--- config.mk ---
export PLATFORM = sky130hd
export DESIGN_NAME = execute_dispatch
export DESIGN_NICKNAME = d
export VERILOG_FILES = /design/src/rtl/execute_pkg.sv /design/src/rtl/exec_watchdog.sv /design/src/rtl/execute_dispatch.sv
export SDC_FILE = /design/constraint.sdc
export NUM_CORES = 2
export LEC_CHECK = 0
export ABC_AREA = 1
export BUFFER_PORTS_ARGS = -buffer_cell sky130_fd_sc_hd__buf_2
export CAP_MARGIN = 10
export CORE_AREA = 2 2 616 618
export CTS_BUF_LIST = sky130_fd_sc_hd__clkbuf_16
export CTS_CLUSTER_DIAMETER = 40
export DETAILED_ROUTE_END_ITERATION = 10
export DIE_AREA = 0 0 618 620
export GPL_TIMING_DRIVEN = 0
export PLACE_DENSITY = 0.3
export RECOVER_POWER = 25
export SYNTH_ARGS = -nofsm -noshare
export SYNTH_HDL_FRONTEND = slang
export SYNTH_HIERARCHICAL = 1
export SYNTH_SLANG_ARGS = --single-unit
--- constraint.sdc ---
create_clock -name clk -period 1.6 [get_ports clk]
set_input_delay 0.32 -clock clk [delete_from_list [all_inputs] [get_ports clk]]
set_output_delay 0.32 -clock clk [all_outputs]
set_load 0.01 [all_outputs]
--- src/rtl/execute_pkg.sv ---
// Shared opcode, state and lane-vector types for the execute dispatcher.
package execute_pkg;

  localparam int EXEC_N       = 32;
  localparam int EXEC_ALU_NUM = 8;

  typedef enum logic [2:0] {
    OP_ADD = 3'd0,
    OP_SUB = 3'd1,
    OP_MUL = 3'd2,
    OP_DIV = 3'd3,
    OP_AND = 3'd4,
    OP_OR  = 3'd5,
    OP_XOR = 3'd6,
    OP_CMP = 3'd7
  } exec_instr_t;

  typedef logic [1:0] disp_state_t;

  localparam logic [1:0] ST_IDLE  = 2'd0;
  localparam logic [1:0] ST_ISSUE = 2'd1;
  localparam logic [1:0] ST_WAIT  = 2'd2;
  localparam logic [1:0] ST_RESP  = 2'd3;

  typedef logic signed [EXEC_ALU_NUM-1:0][EXEC_N-1:0] lane_vec_t;

endpackage

--- src/rtl/exec_watchdog.sv ---
// Operation watchdog: down-counter loaded when an op is issued, expires on the
// TMO_CYC-th cycle spent in ISSUE/WAIT. Only used with EXEC_DISPATCH_TIMEOUT_EN.
module exec_watchdog #(
  parameter int TMO_CYC = 64
) (
  input  logic clk,
  input  logic rst,
  input  logic start,
  input  logic run,
  output logic expired
);

  localparam int CW = (TMO_CYC > 2) ? $clog2(TMO_CYC) : 1;

  logic [CW-1:0] cnt_d, cnt_q;

  // Count holds the number of in-flight cycles still remaining after this one.
  always_comb begin
    cnt_d = cnt_q;
    if (start) begin
      cnt_d = CW'(TMO_CYC - 1);
    end else if (run && (cnt_q != '0)) begin
      cnt_d = cnt_q - CW'(1);
    end
  end

  always_ff @(posedge clk) begin
    if (rst) begin
      cnt_q <= '0;
    end else begin
      cnt_q <= cnt_d;
    end
  end

  assign expired = run && (cnt_q == '0);

endmodule

--- src/rtl/execute_dispatch.sv ---
// Issue-side master for the lane-parallel ALU execute array, one op in flight.
// Optional watchdog abort enabled by defining EXEC_DISPATCH_TIMEOUT_EN.
//
// state    | meaning
// ---------+-----------------------------------------------------------
// ST_IDLE  | req_ready high, waiting for a request
// ST_ISSUE | first cycle with ex_* driven; ex_valid ignored (may be stale)
// ST_WAIT  | ex_* held until ex_valid (or watchdog expiry)
// ST_RESP  | res_* presented until res_ready
module execute_dispatch
  import execute_pkg::*;
#(
  parameter int N       = 32,
  parameter int Q       = 16,
  parameter int ALU_NUM = 8,
  parameter int TMO_CYC = 64
) (
  input  logic                   clk,
  input  logic                   rst,
  input  logic                   req_valid,
  output logic                   req_ready,
  input  logic [2:0]             req_instr,
  input  logic [ALU_NUM-1:0]     req_mask,
  input  logic [ALU_NUM*N-1:0]   req_dataA,
  input  logic [ALU_NUM*N-1:0]   req_dataB,
  output logic [ALU_NUM-1:0]     ex_enable_alu,
  output logic [2:0]             ex_instr,
  output logic [ALU_NUM*N-1:0]   ex_dataA,
  output logic [ALU_NUM*N-1:0]   ex_dataB,
  input  logic                   ex_valid,
  input  logic                   ex_zero,
  input  logic [ALU_NUM*N-1:0]   ex_data_out,
  output logic                   res_valid,
  input  logic                   res_ready,
  output logic [ALU_NUM*N-1:0]   res_data,
  output logic                   res_zero,
  output logic                   res_err
);

  // Q is the fixed-point format of the lanes; data only passes through here.
  if ((Q < 0) || (Q >= N)) begin : g_bad_q
    $error("execute_dispatch: Q must lie in [0, N)");
  end
  if (TMO_CYC < 2) begin : g_bad_tmo
    $error("execute_dispatch: TMO_CYC must be at least 2");
  end

  disp_state_t             state_d, state_q;
  logic [ALU_NUM-1:0]      en_d, en_q;
  exec_instr_t             instr_d, instr_q;
  logic [ALU_NUM*N-1:0]    a_d, a_q;
  logic [ALU_NUM*N-1:0]    b_d, b_q;
  logic [ALU_NUM*N-1:0]    res_data_d, res_data_q;
  logic                    res_zero_d, res_zero_q;
  logic                    accept;

  assign accept = (state_q == ST_IDLE) && req_valid;

`ifdef EXEC_DISPATCH_TIMEOUT_EN
  logic res_err_d, res_err_q;
  logic wdg_expired;
  logic in_flight;

  assign in_flight = (state_q == ST_ISSUE) || (state_q == ST_WAIT);

  exec_watchdog #(.TMO_CYC(TMO_CYC)) u_wdg (
    .clk     (clk),
    .rst     (rst),
    .start   (accept && (req_mask != '0)),
    .run     (in_flight),
    .expired (wdg_expired)
  );

  // Error is set only by a timeout; a real capture on the same cycle wins.
  always_comb begin
    res_err_d = res_err_q;
    if (accept) begin
      res_err_d = 1'b0;
    end else if ((state_q == ST_WAIT) && !ex_valid && wdg_expired) begin
      res_err_d = 1'b1;
    end
  end

  always_ff @(posedge clk) begin
    if (rst) begin
      res_err_q <= 1'b0;
    end else begin
      res_err_q <= res_err_d;
    end
  end

  assign res_err = res_err_q;
`else
  assign res_err = 1'b0;
`endif

  always_comb begin
    state_d    = state_q;
    en_d       = en_q;
    instr_d    = instr_q;
    a_d        = a_q;
    b_d        = b_q;
    res_data_d = res_data_q;
    res_zero_d = res_zero_q;
    case (state_q)
      ST_IDLE: begin
        if (req_valid) begin
          instr_d = exec_instr_t'(req_instr);
          a_d     = req_dataA;
          b_d     = req_dataB;
          en_d    = req_mask;
          if (req_mask != '0) begin
            state_d = ST_ISSUE;
          end else begin
            res_data_d = '0;
            res_zero_d = 1'b1;
            state_d    = ST_RESP;
          end
        end
      end
      ST_ISSUE: state_d = ST_WAIT;
      ST_WAIT: begin
        if (ex_valid) begin
          res_data_d = ex_data_out;
          res_zero_d = ex_zero;
          en_d       = '0;
          state_d    = ST_RESP;
        end
`ifdef EXEC_DISPATCH_TIMEOUT_EN
        else if (wdg_expired) begin
          res_data_d = '0;
          res_zero_d = 1'b0;
          en_d       = '0;
          state_d    = ST_RESP;
        end
`endif
      end
      ST_RESP: begin
        if (res_ready) begin
          state_d = ST_IDLE;
        end
      end
      default: state_d = ST_IDLE;
    endcase
  end

  always_ff @(posedge clk) begin
    if (rst) begin
      state_q    <= ST_IDLE;
      en_q       <= '0;
      instr_q    <= OP_ADD;
      a_q        <= '0;
      b_q        <= '0;
      res_data_q <= '0;
      res_zero_q <= 1'b0;
    end else begin
      state_q    <= state_d;
      en_q       <= en_d;
      instr_q    <= instr_d;
      a_q        <= a_d;
      b_q        <= b_d;
      res_data_q <= res_data_d;
      res_zero_q <= res_zero_d;
    end
  end

  assign req_ready     = (state_q == ST_IDLE);
  assign res_valid     = (state_q == ST_RESP);
  assign ex_enable_alu = en_q;
  assign ex_instr      = instr_q;
  assign ex_dataA      = a_q;
  assign ex_dataB      = b_q;
  assign res_data      = res_data_q;
  assign res_zero      = res_zero_q;

endmodule

# After elaboration in Yosys (flattened, before gate mapping)
# Index checks and enable logic that the tools add are counted.
# totals
input_bits	785
wordCells	37
output_inout_bits	783
regBits	782
# op_classes
n_eq_ne	7
mux	16
reduce_logical	7
# ops
cell	count
$mux W256	3
$pmux W256 S2	1
$mux W8	2
$pmux W8 S2	1
$mux W2	4
$pmux W2 S4	1
$reduce_bool A8 Y1	1
$ne A2 B2 Y1 const B	3
$reduce_and A3 Y1	2
$eq A2 B2 Y1 const B	2
$reduce_and A4 Y1	1
$mux W1	3
$eq A2 B1 Y1 const B	1
$logic_not A2 Y1	1
$ne A2 B1 Y1 const B	1
$pmux W1 S2	1
$reduce_and A2 Y1	1
$reduce_bool A2 Y1	1

# Depth between registers and ports, before layout
# depth
word_depth	4
ltp_mapped	12
depth_no_buf	9

# Worst setup path after synthesis
# Ideal clock, no wire load.
# synth_path
kind	flip-flop to flip-flop
start	reg state_q[0]
end	reg res_data_q[62], in the netlist res_data[62]
setup_time_ps	115
stages_incl_launch_ff	12
required_time_ps	1485
period_less_slack_ps	1677
path_slack_ps	-77
arrival_time_ps	1562
path_cell_list	dfxtp_1 -> inv_1 -> ha_1 -> buf_4 -> inv_2 -> o21ai_2 -> inv_2 -> clkbuf_1 -> buf_2 -> nand3_1 -> nand2_1 -> nor2_1
# synth_via
elab_chain_cells	3
elab_cells_between_ends	8
# synth_rtl
item	line	rtl
start, declared	execute_dispatch.sv:48	disp_state_t state_d, state_q;
start signal, assigned	execute_dispatch.sv:157	state_q <= state_d;
$eq A2 B2 Y1 / $logic_not A2 Y1 (equally long branches)	execute_dispatch.sv:105	case (state_q)
$ne A2 B2 Y1 (no source line) / $reduce_bool A2 Y1 (equally long branches)	n/a	
$reduce_and A4 Y1 (no source line)	n/a	
end signal, assigned	execute_dispatch.sv:162	res_data_q <= res_data_d;
end, declared	execute_dispatch.sv:53	logic [ALU_NUM*N-1:0] res_data_d, res_data_q;
# Several ways; a longest one is shown, not always the timed one.
# A chain may end at the register's enable or synchronous reset.

# Worst setup path after layout
# layout_path
start	reg state_q[0]
end	reg b_q[163], in the netlist ex_dataB[163]
# layout_via
elab_chain_cells	2
# layout_rtl
item	line	rtl
$logic_not A2 Y1	execute_dispatch.sv:105	
$reduce_and A2 Y1 (no source line)	n/a	
end signal, assigned	execute_dispatch.sv:153	b_q <= '0;
end signal, assigned	execute_dispatch.sv:161	b_q <= b_d;
end, declared	execute_dispatch.sv:52	logic [ALU_NUM*N-1:0] b_d, b_q;
# No other way between the ends.

==> impl_metrics.ini <==
[outcome]
status = finished with violations
violations = negative setup slack

[critical_path]
crit_path_end_kind = flop
cp_slowest_cell = dfxtp_2
reg2reg_from = state_q[0]$_SDFFE_PP0P_
crit_top_cell = buf_12
startpoint_type = flop
cpPeakStageDelay_ps = 330
crit_fanout = 8
rr_worst_depth = 11
path_class = reg2reg
path_cells = inv_4 > ha_4 > buf_12 > nand2_8 > buf_12 > buf_12 > buf_8 > buf_16 > clkbuf_16 > o21ai_4 > nor2_1
reg2reg_slack_ps = -560
critical_path_arrival_ps = 2850
crit_required_ps = 2290
r2r-end = ex_dataB[163]$_SDFFE_PP0P_

[detailed_routing]
wl_um = 296000
first_pass_iters = 5
drt_iter0_drc = 2012
antenna_left = 0
drc_errors = 0
routed_via_density = 3.31
avgRoutedWirePerCell_um = 24.7
vias = 39600

[sta]
fin_skew_ps = 109
finalMaxSlewViolations = 0
finalSetupTns_ps = -320020
finalHoldViolCount = 0
slew_headroom_pct = 19.9
post-route-period-util_pct = 135
fin_crit_ps = 2160
rsz0062_at_grt = true
fin_ws_ps = -557
tightest_slew_ps = 1200
setup_violations = 1510
fmax_mhz = 464

[grt]
first_global_vias = 39700
grt_max_degree = 23
grt_pass1_wl_um = 374000
antenna_found_initial = 79
gr-total-overflow = 0
track_usage_pct = 14.6

[placement]
portBuffers = 1565
dp.cells = 10600
post-place-ws_ps = -3050
dp_hpwl_um = 244000
placed_area_um2 = 43600
gp_congestion = 0.892

[final_layout]
nFillCells = 42800
layout.nets = 7518
area_delta_synth_final_pct = 125
finalInstanceArea_um2 = 66100
drive_gt1_share_pct = 39.6
instances_no_fill = 12000

[clocking]
cts_tree = done
cts_root_buf = clkbuf_16
clk_path_buf_depth = 4
cts-htree-levels = 4
clock_latency_ps = 920
cts.clk_slew.worst_paths_ps = 40
cts_inserted_buffers = 217
cts.sinks = 782

[min_path]
min-delay-start = req_valid
hold_path_end = ex_dataA[246]$_SDFFE_PP0P_
min_delay_path_depth = 6
min_path_type = in2reg

[floorplan]
die_x_um = 618
dieArea_um2 = 383000
start_util_pct = 7.78
placementRows = 226
die-height_um = 620
core-area_um2 = 377000
ios = 1568

[logic_synthesis]
ys_warn_count = 6
synth_seq_cells = 782
synth_top_cells_by_area = dfxtp_1, nor2_1, o21ai_0
synth.yosys.seq_area_share_pct = 53.4
synth_area_um2 = 29300
avgSynthCellArea_um2 = 7.29
yosysUniqueCellTypes = 20
synth_nets = 4811
synth_top_cell_area_share_pct = 53.4
yosysTopAreaCell = dfxtp_1
syn_inst = 4023

[power]
cellLeakagePower_nw = 28.7
irDropWorstVdd_uv = 1060
power_density_nw_per_um2 = 1840

[job]
maxCapViolations = 0
[layout make-up]
type | instances | area (um2) | share of cell area (%)
Inverter | 10 | 67.6 | 0.102
Sequential cell | 782 | 15700 | 23.7
Tap cell | 5016 | 6280 | 9.50
Clock inverter | 187 | 2120 | 3.21
Timing Repair Buffer | 2493 | 18400 | 27.8
Buffer | 338 | 3280 | 4.96
Clock buffer | 218 | 5460 | 8.25
Multi-Input combinational cell | 2888 | 14700 | 22.3
Antenna cell | 47 | 118 | 0.178
[how the worst max path moves through the flow]
| stage | startpoint | end | slack [ps] | cells past startpoint |
|---|---|---|---|---|
| floorplan | state_q[0]$_SDFFE_PP0P_ | res_data[205]$_SDFFE_PP0P_ | -40 | 11 |
| global placement | rst | ex_dataB[146]$_SDFFE_PP0P_ | -3900 | 6 |
| detailed placement | state_q[0]$_SDFFE_PP0P_ | ex_dataB[163]$_SDFFE_PP0P_ | -3050 | 8 |
| CTS | state_q[0]$_SDFFE_PP0P_ | res_data[230]$_SDFFE_PP0P_ | -640 | 12 |
| global route | state_q[1]$_SDFFE_PP0P_ | ex_dataA[96]$_SDFFE_PP0P_ | -590 | 11 |
| finish | state_q[0]$_SDFFE_PP0P_ | ex_dataB[163]$_SDFFE_PP0P_ | -560 | 11 |
[critical path: cells and delay by family (launching register included)]
kind | cells | cell delay (ps)
AO/OA/AOI/OAI | 1 | 330
adder cells (fa/ha/maj) | 1 | 190
buffers and inverters | 7 | 920
flip-flops | 1 | 330
AND/OR/NAND/NOR | 2 | 150
[sequential cells by signal, summed over array words and instances (netlist names)]
name and count:
ex_dataA 256, ex_dataB 256, ex_enable_alu 8, ex_instr 3, res_data 256, res_zero 1, state_q 2
[logic make-up (layout without fill, tap and decap cells)]
group,Yosys count,count (layout),synth area share (%)
and+or+nand+nor,2097,2098,27.9
AOI/OAI and AO/OA,786,786,13.4
DFF,782,782,53.4
buffers and inverters,354,3246,5.13
adders and majority gates,3,3,0.128
other,1,48,0.0128
[report_power, final]
| part | leakage [nW] | internal, mW | switching, mW |
|---|---|---|---|
| logic | 18.5 | 19.2 | 28.7 |
| registers | 6.43 | 24.7 | 3.39 |
| clock network | 3.77 | 31.0 | 14.6 |
| total | 28.7 | 74.9 | 46.7 |
[cell usage after synthesis]
master	count
a21oi_1	260
a21oi_2	1
buf_1	15
buf_2	120
buf_4	3
buf_6	2
clkbuf_1	204
conb_1	1
dfxtp_1	782
ha_1	3
inv_1	7
inv_2	3
nand2_1	539
nand2_2	1
nand3_1	257
nor2_1	1299
nor3_1	1
o21ai_0	516
o21ai_1	8
o21ai_2	1
[per-stage QoR]
step           hold slack, ps  power, mW  utilization [%]
2_1_floorplan             461       43.0                -
3_3_place_gp              461       62.6             11.5
3_5_place_dp              465       62.7             11.6
4_1_cts                  -273        119             16.9
5_1_grt                   115        128             17.5
6_report                  182        122             17.5
[timing repair]
item	in CTS	in global routing
setup buffers	57	26
pin swaps	37	114
resized for setup	1046	479
hold endpoints to repair	782	2
setup endpoints to repair	1564	1562
hold buffers	781	1
cloned	31	29
[routing by layer]
metal / vias to the layer above / part of all wire, % / GRT usage [%]
met2: 1536 / 53 / 27.5
met5: - / 0.024 / 0
li1: 18600 / - / -
met3: 398 / 6.8 / 3.88
met1: 19000 / 37 / 15.7
met4: 10 / 2.9 / 4.25
[placed cells by master, fill, tap and decap left out, types with 6 or more instances in the layout]
master and n:
clkbuf_16 296, a21oi_4 8, inv_1 25, nand3_2 34
o21ai_2 160, clkinv_4 11, nor2_2 13, nand2_4 11
clkinv_2 50, clkbuf_2 46, buf_16 12, buf_12 71
clkbuf_1 96, clkinvlp_4 15, buf_2 1594, nand2_2 32
nor2_4 6, nand3_1 187, o21ai_1 73, dlygate4sd3_1 782
clkbuf_4 18, nand3_4 36, clkbuf_8 8, nand2_1 495
buf_8 30, nor2_1 1280, buf_4 52, clkinv_1 39
a21oi_2 71, o21ai_4 57, dfxtp_1 779, diode_2 47
buf_6 44, a21oi_1 182, o21ai_0 235, bufinv_16 40
Power figures use the tool's default switching activity.
